==> src/rtl/counter_ctrl_pkg.sv <==
// Shared types and encodings for the counter sequencing controller.
// State names, direction and mode codes used by the controller and its engine.
package counter_ctrl_pkg;

    typedef enum logic [1:0] {
        ST_IDLE = 2'd0,
        ST_RUN  = 2'd1,
        ST_HOLD = 2'd2,
        ST_DONE = 2'd3
    } state_t;

    localparam logic DIR_UP       = 1'b0;
    localparam logic DIR_DOWN     = 1'b1;
    localparam logic MODE_ONESHOT = 1'b0;
    localparam logic MODE_RELOAD  = 1'b1;

endpackage

==> src/rtl/counter_ctrl_if.sv <==
// Command and status bundle between a run requester and counter_ctrl.
// The requester owns the commands and config; the controller owns the status.
interface counter_ctrl_if #(
    parameter int WIDTH = 4
);

    logic             start;
    logic             stop;
    logic             pause;
    logic             dir;
    logic             mode;
    logic [WIDTH-1:0] load_val;
    logic [WIDTH-1:0] count;
    logic             busy;
    logic             tc;
    logic             done;

    modport master (
        output start, stop, pause, dir, mode, load_val,
        input  count, busy, tc, done
    );

    modport slave (
        input  start, stop, pause, dir, mode, load_val,
        output count, busy, tc, done
    );

endinterface

==> src/rtl/count_core.sv <==
// Loadable up/down count register stepped by the sequencing controller.
// A load always wins over a step in the same cycle.
module count_core
    import counter_ctrl_pkg::*;
#(
    parameter int WIDTH = 4
) (
    input  logic             clk,
    input  logic             rst,
    input  logic             load,
    input  logic [WIDTH-1:0] load_val,
    input  logic             en,
    input  logic             dir,
    output logic [WIDTH-1:0] q
);

    always_ff @(posedge clk or negedge rst) begin
        if (!rst) begin
            q <= '0;
        end else if (load) begin
            q <= load_val;
        end else if (en) begin
            q <= (dir == DIR_UP) ? q + 1'b1 : q - 1'b1;
        end
    end

endmodule

==> src/rtl/counter_ctrl.sv <==
// Run sequencer for a count engine: start/stop/pause, per-run config,
// terminal-count strobe and one-shot completion flag.
module counter_ctrl
    import counter_ctrl_pkg::*;
#(
    parameter int WIDTH = 4
) (
    input logic           clk,
    input logic           rst,
    counter_ctrl_if.slave bus
);

    state_t           state;
    logic             dir_q;
    logic             mode_q;
    logic [WIDTH-1:0] val_q;
    logic             busy_q;
    logic             done_q;

    logic [WIDTH-1:0] sv;
    logic [WIDTH-1:0] term;
    logic [WIDTH-1:0] new_sv;
    logic [WIDTH-1:0] core_val;
    logic             idle_or_done;
    logic             go;
    logic             live;
    logic             at_term;
    logic             tc;
    logic             core_load;
    logic             core_en;

    assign sv     = (dir_q == DIR_DOWN) ? val_q : '0;
    assign term   = (dir_q == DIR_DOWN) ? '0 : val_q;
    assign new_sv = (bus.dir == DIR_DOWN) ? bus.load_val : '0;

    assign idle_or_done = (state == ST_IDLE) || (state == ST_DONE);
    assign go           = idle_or_done && bus.start && !bus.stop;
    assign live         = (state == ST_RUN) && !bus.stop && !bus.pause;
    assign at_term      = (bus.count == term);
    assign tc           = live && at_term;

    // A fresh start seeds from the incoming config, a reload from the latched one
    assign core_load = go || (tc && (mode_q == MODE_RELOAD));
    assign core_val  = go ? new_sv : sv;
    assign core_en   = live && !at_term;

    count_core #(
        .WIDTH (WIDTH)
    ) u_core (
        .clk      (clk),
        .rst      (rst),
        .load     (core_load),
        .load_val (core_val),
        .en       (core_en),
        .dir      (dir_q),
        .q        (bus.count)
    );

    always_ff @(posedge clk or negedge rst) begin
        if (!rst) begin
            state  <= ST_IDLE;
            dir_q  <= 1'b0;
            mode_q <= 1'b0;
            val_q  <= '0;
            busy_q <= 1'b0;
            done_q <= 1'b0;
        end else begin
            unique case (state)
                ST_IDLE, ST_DONE: begin
                    if (bus.stop) begin
                        state  <= ST_IDLE;
                        done_q <= 1'b0;
                    end else if (bus.start) begin
                        state  <= ST_RUN;
                        dir_q  <= bus.dir;
                        mode_q <= bus.mode;
                        val_q  <= bus.load_val;
                        busy_q <= 1'b1;
                        done_q <= 1'b0;
                    end
                end
                ST_RUN: begin
                    if (bus.stop) begin
                        state  <= ST_IDLE;
                        busy_q <= 1'b0;
                    end else if (bus.pause) begin
                        state <= ST_HOLD;
                    end else if (at_term && (mode_q == MODE_ONESHOT)) begin
                        state  <= ST_DONE;
                        busy_q <= 1'b0;
                        done_q <= 1'b1;
                    end
                end
                ST_HOLD: begin
                    if (bus.stop) begin
                        state  <= ST_IDLE;
                        busy_q <= 1'b0;
                    end else if (!bus.pause) begin
                        state <= ST_RUN;
                    end
                end
                default: begin
                    state  <= ST_IDLE;
                    busy_q <= 1'b0;
                    done_q <= 1'b0;
                end
            endcase
        end
    end

    assign bus.busy = busy_q;
    assign bus.done = done_q;
    assign bus.tc   = tc;

endmodule

==> src/flat_wrapper.sv <==
// flat-port wrapper written by rule: the top's interface ports become plain ports
module counter_ctrl_flat import counter_ctrl_pkg::*;
#(
    parameter int WIDTH = 4
)
  (clk, rst, bus_start, bus_stop, bus_pause, bus_dir, bus_mode, bus_load_val, bus_count, bus_busy, bus_tc, bus_done);
  counter_ctrl_if #(.WIDTH(WIDTH)) bus_i ();
  input logic clk;
  input logic rst;
  input wire logic [$bits(bus_i.start)-1:0] bus_start;
  input wire logic [$bits(bus_i.stop)-1:0] bus_stop;
  input wire logic [$bits(bus_i.pause)-1:0] bus_pause;
  input wire logic [$bits(bus_i.dir)-1:0] bus_dir;
  input wire logic [$bits(bus_i.mode)-1:0] bus_mode;
  input wire logic [$bits(bus_i.load_val)-1:0] bus_load_val;
  output wire logic [$bits(bus_i.count)-1:0] bus_count;
  output wire logic [$bits(bus_i.busy)-1:0] bus_busy;
  output wire logic [$bits(bus_i.tc)-1:0] bus_tc;
  output wire logic [$bits(bus_i.done)-1:0] bus_done;
  assign bus_i.start = bus_start;
  assign bus_i.stop = bus_stop;
  assign bus_i.pause = bus_pause;
  assign bus_i.dir = bus_dir;
  assign bus_i.mode = bus_mode;
  assign bus_i.load_val = bus_load_val;
  assign bus_count = bus_i.count;
  assign bus_busy = bus_i.busy;
  assign bus_tc = bus_i.tc;
  assign bus_done = bus_i.done;
  counter_ctrl #(.WIDTH(WIDTH)) u_core (.clk(clk), .rst(rst), .bus(bus_i));
endmodule
==> config.mk <==
export PLATFORM = sky130hd
export DESIGN_NAME = counter_ctrl_flat
export DESIGN_NICKNAME = d
export VERILOG_FILES = /design/src/rtl/counter_ctrl_pkg.sv /design/src/rtl/counter_ctrl_if.sv /design/src/rtl/count_core.sv /design/src/rtl/counter_ctrl.sv /design/src/flat_wrapper.sv
export SDC_FILE = /design/constraint.sdc
export NUM_CORES = 1
export LEC_CHECK = 0
export CORE_ASPECT_RATIO = 0.7
export CORE_MARGIN = 2
export CORE_UTILIZATION = 25
export DETAILED_ROUTE_END_ITERATION = 12
export GPL_ROUTABILITY_DRIVEN = 0
export PLACE_DENSITY = 0.42
export SLEW_MARGIN = 20
export SYNTH_ARGS = -nofsm -noshare
export SYNTH_HDL_FRONTEND = slang
export SYNTH_SLANG_ARGS = --single-unit
==> constraint.sdc <==
create_clock -name clk -period 2.4 [get_ports clk]
set_input_delay 0.24 -clock clk [delete_from_list [all_inputs] [get_ports clk]]
set_output_delay 0.24 -clock clk [all_outputs]
set_load 0.05 [all_outputs]
==> metrics.md, run 1 <==
| Metric | Value |
|---|---|
| Status | `completed` |
| Cell taking the most area after synthesis | `dfrtp_1` |
| Post-synth cell types | `44` |
| Post-Syn Area per Cell | `8.53 um^2` |
| Final core area utilization | `33.9%` |
| Final Setup Violations | `0` |
| Sequential share of the synthesized area | `33.4%` |
| Clk buf depth | `2` |
| Htree depth | `1` |
| FF-to-FF Start | `u_core.dir_q$_DFFE_PN0P_` |
| Layout cells sized above 1 | `9.15%` |
| Flop2flop setup slack | `240 ps` |
| Area growth, synth to finish | `28.1%` |
| # resized after CTS | `0` |
| Total GRT Usage | `12.6%` |
| Cells after synthesis | `123` |
| Number of global-route vias before repair | `881` |
| Critical Path End Type | `output pin` |
| Via count | `957` |
| Drt initial violations | `112` |
| Largest net degree at the start of global routing | `15` |
| DIE AREA | `4740 um^2` |
| Fmax | `456 MHz` |
| Most area-consuming cells after synthesis | `dfrtp_1 33%, nand2_1 7.2%, ha_1 4.8%, nand3_1 3.3%, inv_1 2.9%` |
| CTS Buf Count | `3` |
| DR pass1 iterations | `4` |
| Clock slew seen by the registers of the worst setup and hold paths | `60 ps` |
| CP required | `2160 ps` |
| Hold WC Path Type | `primary input to asynchronous set/reset pin` |
| Ys flop type | `dfrtp_1` |
| Area after DPL | `1290 um^2` |
| #FFs+latches synth | `14` |
| Post-synth top cells | `20 x nand2_1, 14 x dfrtp_1, 8 x inv_1` |
| Drt drc | `0` |
| FF-to-FF End | `u_core.u_core.q[3]$_DFFE_PN0P_` |
| Top-count cell post-synth | `nand2_1` |
| Peak supply drop | `0.403 mV` |
| Setup TNS | `0 ps` |
| Top Ports | `18` |
| Register Area | `350 um^2` |
| Setup crit start kind | `register` |
| CP max FO | `13` |
| Worst-margin pin slew | `685 ps` |
| Max-slew headroom | `54.2%` |
| Maxcap violations | `0` |
| Met1 WL | `1480 um` |
| Minimum clock period | `2190 ps` |
| Max Transition Viols Final | `0` |
| Die height | `58.2 um` |
| RSZ-0062 raised after global routing | `false` |
| Footprint of the multi-input gates | `642 um^2` |
| WL met2 | `1090 um` |
| Power Density | `1280 nW/um^2` |
| Port Buffers | `17` |
| Final WL | `2750 um` |
| Root Buffer Master | `clkbuf_8` |
| Worst reg-to-reg path cell count | `6` |
| Top cell type's share of synthesized area | `33.4%` |
| TritonCTS clock tree | `yes` |
| Diode count | `0` |
| Post-Syn Nets | `139` |
| Yosys Warn Count | `0` |
| Routed len/inst | `14.2 um` |
| Filler cell count | `405` |
| Hold buffer count at cts | `0` |
| Die W | `81.5 um` |
| DR WL met3 | `155 um` |
| DR top layer | `met4` |
| Setup Fix Bufs, Post-CTS | `0` |
| Vias/cell | `4.93` |
| Final HPWL DP | `2130 um` |
| Fin area | `1350 um^2` |
| Leak | `0.560 nW` |
| Total congestion overflow | `0` |
| Final Hold Vio Count | `0` |
| Initial Utilization | `26.4%` |
| Crit Path Class | `register to output pin` |
| Post-route ant nets | `0` |
| Fin crit share | `91.4%` |
| Post-synth EDFFs | `0` |
| CP arrival | `1950 ps` |
| FP Rows | `19` |
| Core area | `3970 um^2` |
| Clock skew | `4.08 ps` |
| Asr flop ratio synth | `100%` |
| First-pass GRT wire length | `4440 um` |
| Initial antenna violation count | `0` |
| Clk_lat worst skew | `250 ps` |
| TritonCTS Sinks | `14` |
| Nets | `159` |
| Synth Cell Area | `1050 um^2` |
[critical path, cell delays in order (launching register included)]
cell	delay [ps]
dfrtp_1	590
inv_1	200
a211oi_2	300
o32ai_4	200
nor2_1	230
buf_12	170
[worst max-delay path by stage]
stage | start | to | depth (start not counted)
global route | u_core.dir_q$_DFFE_PN0P_ | bus_tc | 5
floorplan | u_core.u_core.q[3]$_DFFE_PN0P_ | bus_tc | 4
detailed placement | bus_stop | u_core.u_core.q[2]$_DFFE_PN0P_ | 6
CTS | u_core.dir_q$_DFFE_PN0P_ | bus_tc | 5
global placement | bus_stop | u_core.u_core.q[2]$_DFFE_PN0P_ | 6
finish | u_core.dir_q$_DFFE_PN0P_ | bus_tc | 5
[flip-flops by register name (all words and copies together) (netlist names)]
register         flops
u_core.dir_q         1
u_core.state         2
u_core.bus.busy      1
u_core.bus.done      1
u_core.mode_q        1
u_core.u_core.q      4
u_core.val_q         4
[placed cells by master, fill, tap and decap left out, types with 4 or more instances in the layout]
| cell type | netlist | routed |
|---|---|---|
| a21oi_1 | 4 | 4 |
| inv_1 | 8 | 8 |
| nand3_1 | 7 | 7 |
| nor2_1 | 6 | 6 |
| ha_1 | 4 | 4 |
| o21ai_0 | 5 | 5 |
| clkdlybuf4s50_1 | 0 | 16 |
| nor3_1 | 4 | 4 |
| dfrtp_1 | 14 | 14 |
| clkbuf_8 | 0 | 4 |
| nand2_1 | 20 | 20 |
[layout make-up]
| cell class | instances | area share, % |
|---|---|---|
| multi-input combinational | 96 | 47.7 |
| inverter | 8 | 2.23 |
| sequential | 14 | 26.0 |
| clock buffer | 4 | 4.09 |
| timing repair buffer | 20 | 15.1 |
| tap | 52 | 4.84 |
[per-stage QoR]
stage	hold WS, ps	cells	setup WS [ps]	power [mW]
floorplan	-55.6	123	173	1.20
global placement	538	190	179	1.48
detailed placement	540	190	204	1.49
CTS	450	194	180	1.74
global route	464	194	77.4	1.85
finish	404	194	207	1.72
[kinds of logic after synthesis]
group	synth area share (%)
compound gates	22.8
xor+xnor	3.34
fa+ha+maj	6.67
buf+inv	5.48
flops	33.4
mux	1.07
simple gates	27.3
[metal layers]
metal	track usage, %	up-vias
li1	-	483
met1	20.5	443
met2	15.8	29
met5	0	-
met3	2.80	2
met4	4.36	0
[power breakdown]
group / internal (mW) / switching, mW / total [mW]
sequential: 0.341 / 0.187 / 0.529
clock: 0.146 / 0.0933 / 0.239
combinational: 0.403 / 0.546 / 0.950
No activity file was read; power rests on OpenSTA's default activity.
==> inputs of run 2 (changes only) <==
Settings changed: ABC_AREA from default to 1.
==> metrics.md, run 2 <==
| Metric | Value |
|---|---|
| Total GRT Usage | `11.9%` |
| Filler cell count | `414` |
| Internal power | `917 uW` |
| Htree depth | `1` |
| Top Ports | `18` |
| Cell taking the most area after synthesis | `dfrtp_1` |
| Post-Syn Nets | `151` |
| Clock share of power | `12.8%` |
| Top cell type's share of synthesized area | `35.3%` |
| Final HPWL DP | `1870 um` |
| Most frequent cells in the layout | `42 x nand2_1, 17 x inv_1, 17 x nand3_1` |
| Drt drc | `0` |
| Die W | `79.3 um` |
| Root Buffer Master | `clkbuf_8` |
| FP Rows | `19` |
| Biggest regs | `u_core.u_core.q (4), u_core.val_q (4), u_core.state (2)` |
| Clk_lat worst skew | `250 ps` |
| Worst setup margin | `429 ps` |
| TritonCTS Sinks | `14` |
| Clock slew seen by the registers of the worst setup and hold paths | `60 ps` |
| Max Transition Viols Final | `0` |
| Origin of the worst setup path | `u_core.state[1]$_DFFE_PN0P_` |
| Maxcap violations | `0` |
| Fmax | `507 MHz` |
| Most area-consuming cells after synthesis | `dfrtp_1 35%, nand2_1 16%, nand3_1 8.6%, inv_1 6.4%, ha_1 5.0%` |
| Cells after synthesis | `135` |
| DIE AREA | `4500 um^2` |
| CTS Buf Count | `3` |
| RSZ-0062 raised after global routing | `false` |
| Drt initial violations | `37` |
| Die height | `56.7 um` |
| Hold buffer count at cts | `0` |
| Post-Place Setup Slack | `503 ps` |
| Number of global-route vias before repair | `906` |
| Setup crit start kind | `register` |
| Crit path to | `bus_tc` |
| Status | `completed` |
| Nets | `172` |
| Total congestion overflow | `0` |
| Post-synth EDFFs | `0` |
| Post-synth cell types | `27` |
| Hold WC Path Type | `primary input to asynchronous set/reset pin` |
| CP max FO | `5` |
| Synth Cell Area | `993 um^2` |
| Crit-path cells | `inv_1, ha_1, nand2_1, nor2_2, and3_1, buf_12` |
| Final core area utilization | `33.3%` |
| #FFs+latches synth | `14` |
| Minimum clock period | `1970 ps` |
| TritonCTS clock tree | `yes` |
| Clk buf depth | `2` |
| Power Density | `1430 nW/um^2` |
| DR pass1 iterations | `4` |
| Port Buffers | `17` |
| Final Setup Violations | `0` |
| Post-synth top cells | `42 x nand2_1, 17 x inv_1, 17 x nand3_1` |
| Setup Fix Bufs, Post-CTS | `0` |
| Peak supply drop | `0.340 mV` |
| Vias/cell | `4.41` |
| Setup TNS | `0 ps` |
| Sequential power share | `25.4%` |
| Largest stage delay, worst path | `390 ps` |
| Worst reg-to-reg path cell count | `10` |
| Leak | `0.623 nW` |
| Routed len/inst | `11.1 um` |
| Ys flop type | `dfrtp_1` |
| Diode count | `0` |
| CP required | `2160 ps` |
| Post-route ant nets | `0` |
| Post-Syn Area per Cell | `7.36 um^2` |
| Crit Path Class | `register to output pin` |
| First-pass GRT wire length | `4090 um` |
| Fin crit share | `82.1%` |
| # resized after CTS | `0` |
| Sequential share of the synthesized area | `35.3%` |
| Asr flop ratio synth | `100%` |
| Final WL | `2310 um` |
| Critical path's slowest cell | `dfrtp_1` |
| Top-count cell post-synth | `nand2_1` |
| Commonest non-fill, non-tap cell in the layout | `nand2_1` |
| Final Hold Vio Count | `0` |
| Initial Utilization | `25.6%` |
| Core area | `3870 um^2` |
| Yosys Warn Count | `0` |
| CP arrival | `1730 ps` |
| Via count | `912` |
| Clock skew | `0.757 ps` |
| Initial antenna violation count | `0` |
| Flop2flop setup slack | `630 ps` |
| Logic pwr share | `61.8%` |
| Switching part of the total power | `50.3%` |
| Critical Path End Type | `output pin` |
| Area growth, synth to finish | `29.8%` |
| WHS | `415 ps` |
| Switching power | `926 uW` |
| Worst-margin pin slew | `703 ps` |
| Layout cells sized above 1 | `12.3%` |
| FF-to-FF End | `u_core.u_core.q[2]$_DFFE_PN0P_` |
| FF-to-FF Start | `u_core.state[0]$_DFFE_PN0P_` |
| Placed instance count | `203` |
| Largest net degree at the start of global routing | `17` |
| Non-Filler Instances | `207` |
| Max-slew headroom | `53.0%` |
## run 2: cell count changes after synthesis, sizes merged, moves of 3 or more
cell and change:
clkbuf -3, inv +12, nand2 +25, nand3 +12, o211ai -3, o21ai +3
or3 -3
## run 2: cell families after synthesis
logic type      share of synthesized area (%)
buf+inv                                  8.44
compound gates                           9.95
flops                                    35.3
simple gates                             36.7
fa+ha+maj                                7.05
xor+xnor                                 2.65
## run 2: final cells by class
class	count	area, um^2	share of cell area (%)
Tap cell	52	65.1	5.04
Inverter	21	80.1	6.21
Multi-Input combinational cell	99	559	43.4
Sequential cell	14	350	27.2
Timing Repair Buffer	17	180	14.0
Clock buffer	4	55.1	4.27
## run 2: worst max-delay path: cells and delay by family (launching register included)
kind                     cells  cell delay, ps
AND/OR/NAND/NOR              3             640
flip-flops                   1             390
adder cells (fa/ha/maj)      1             240
buffers and inverters        2             220
## run 2: metal layers
layer / up-vias / track usage, % / share of wire [%] / wire length [um]
li1: 476 / - / - / -
met2: 14 / 17.2 / 42 / 961
met3: 4 / 3.38 / 3.9 / 91
met4: 0 / 4.93 / 1.1 / 26
met1: 418 / 16.5 / 53 / 1230
met5: - / 0 / 0 / 0
## run 2: power by group through the flow
stage	registers [mW]	clock network (mW)	logic, mW
2_1_floorplan	0.603	0	0.727
3_3_place_gp	0.474	0	1.15
3_5_place_dp	0.478	0	1.15
4_1_cts	0.472	0.246	1.15
5_1_grt	0.489	0.267	1.28
6_report	0.468	0.235	1.14
## run 2: worst min-delay path by stage
stage | start | endpoint | slack [ps] | depth (start not counted)
global route | rst | u_core.state[1]$_DFFE_PN0P_ | 460 | 1
global placement | u_core.bus.busy$_DFFE_PN0P_ | u_core.bus.busy$_DFFE_PN0P_ | 460 | 2
CTS | rst | u_core.state[0]$_DFFE_PN0P_ | 430 | 1
floorplan | rst | u_core.bus.busy$_DFFE_PN0P_ | -60 | 0
finish | rst | u_core.bus.busy$_DFFE_PN0P_ | 420 | 1
detailed placement | u_core.bus.busy$_DFFE_PN0P_ | u_core.bus.busy$_DFFE_PN0P_ | 460 | 2
## run 2: per-stage QoR
| stage | cell area, um^2 | total power [mW] |
|---|---|---|
| 4_1_cts | 1290 | 1.87 |
| 6_report | 1290 | 1.84 |
| 5_1_grt | 1290 | 2.03 |
| 2_1_floorplan | 993 | 1.33 |
| 3_3_place_gp | 1230 | 1.63 |
| 3_5_place_dp | 1230 | 1.62 |
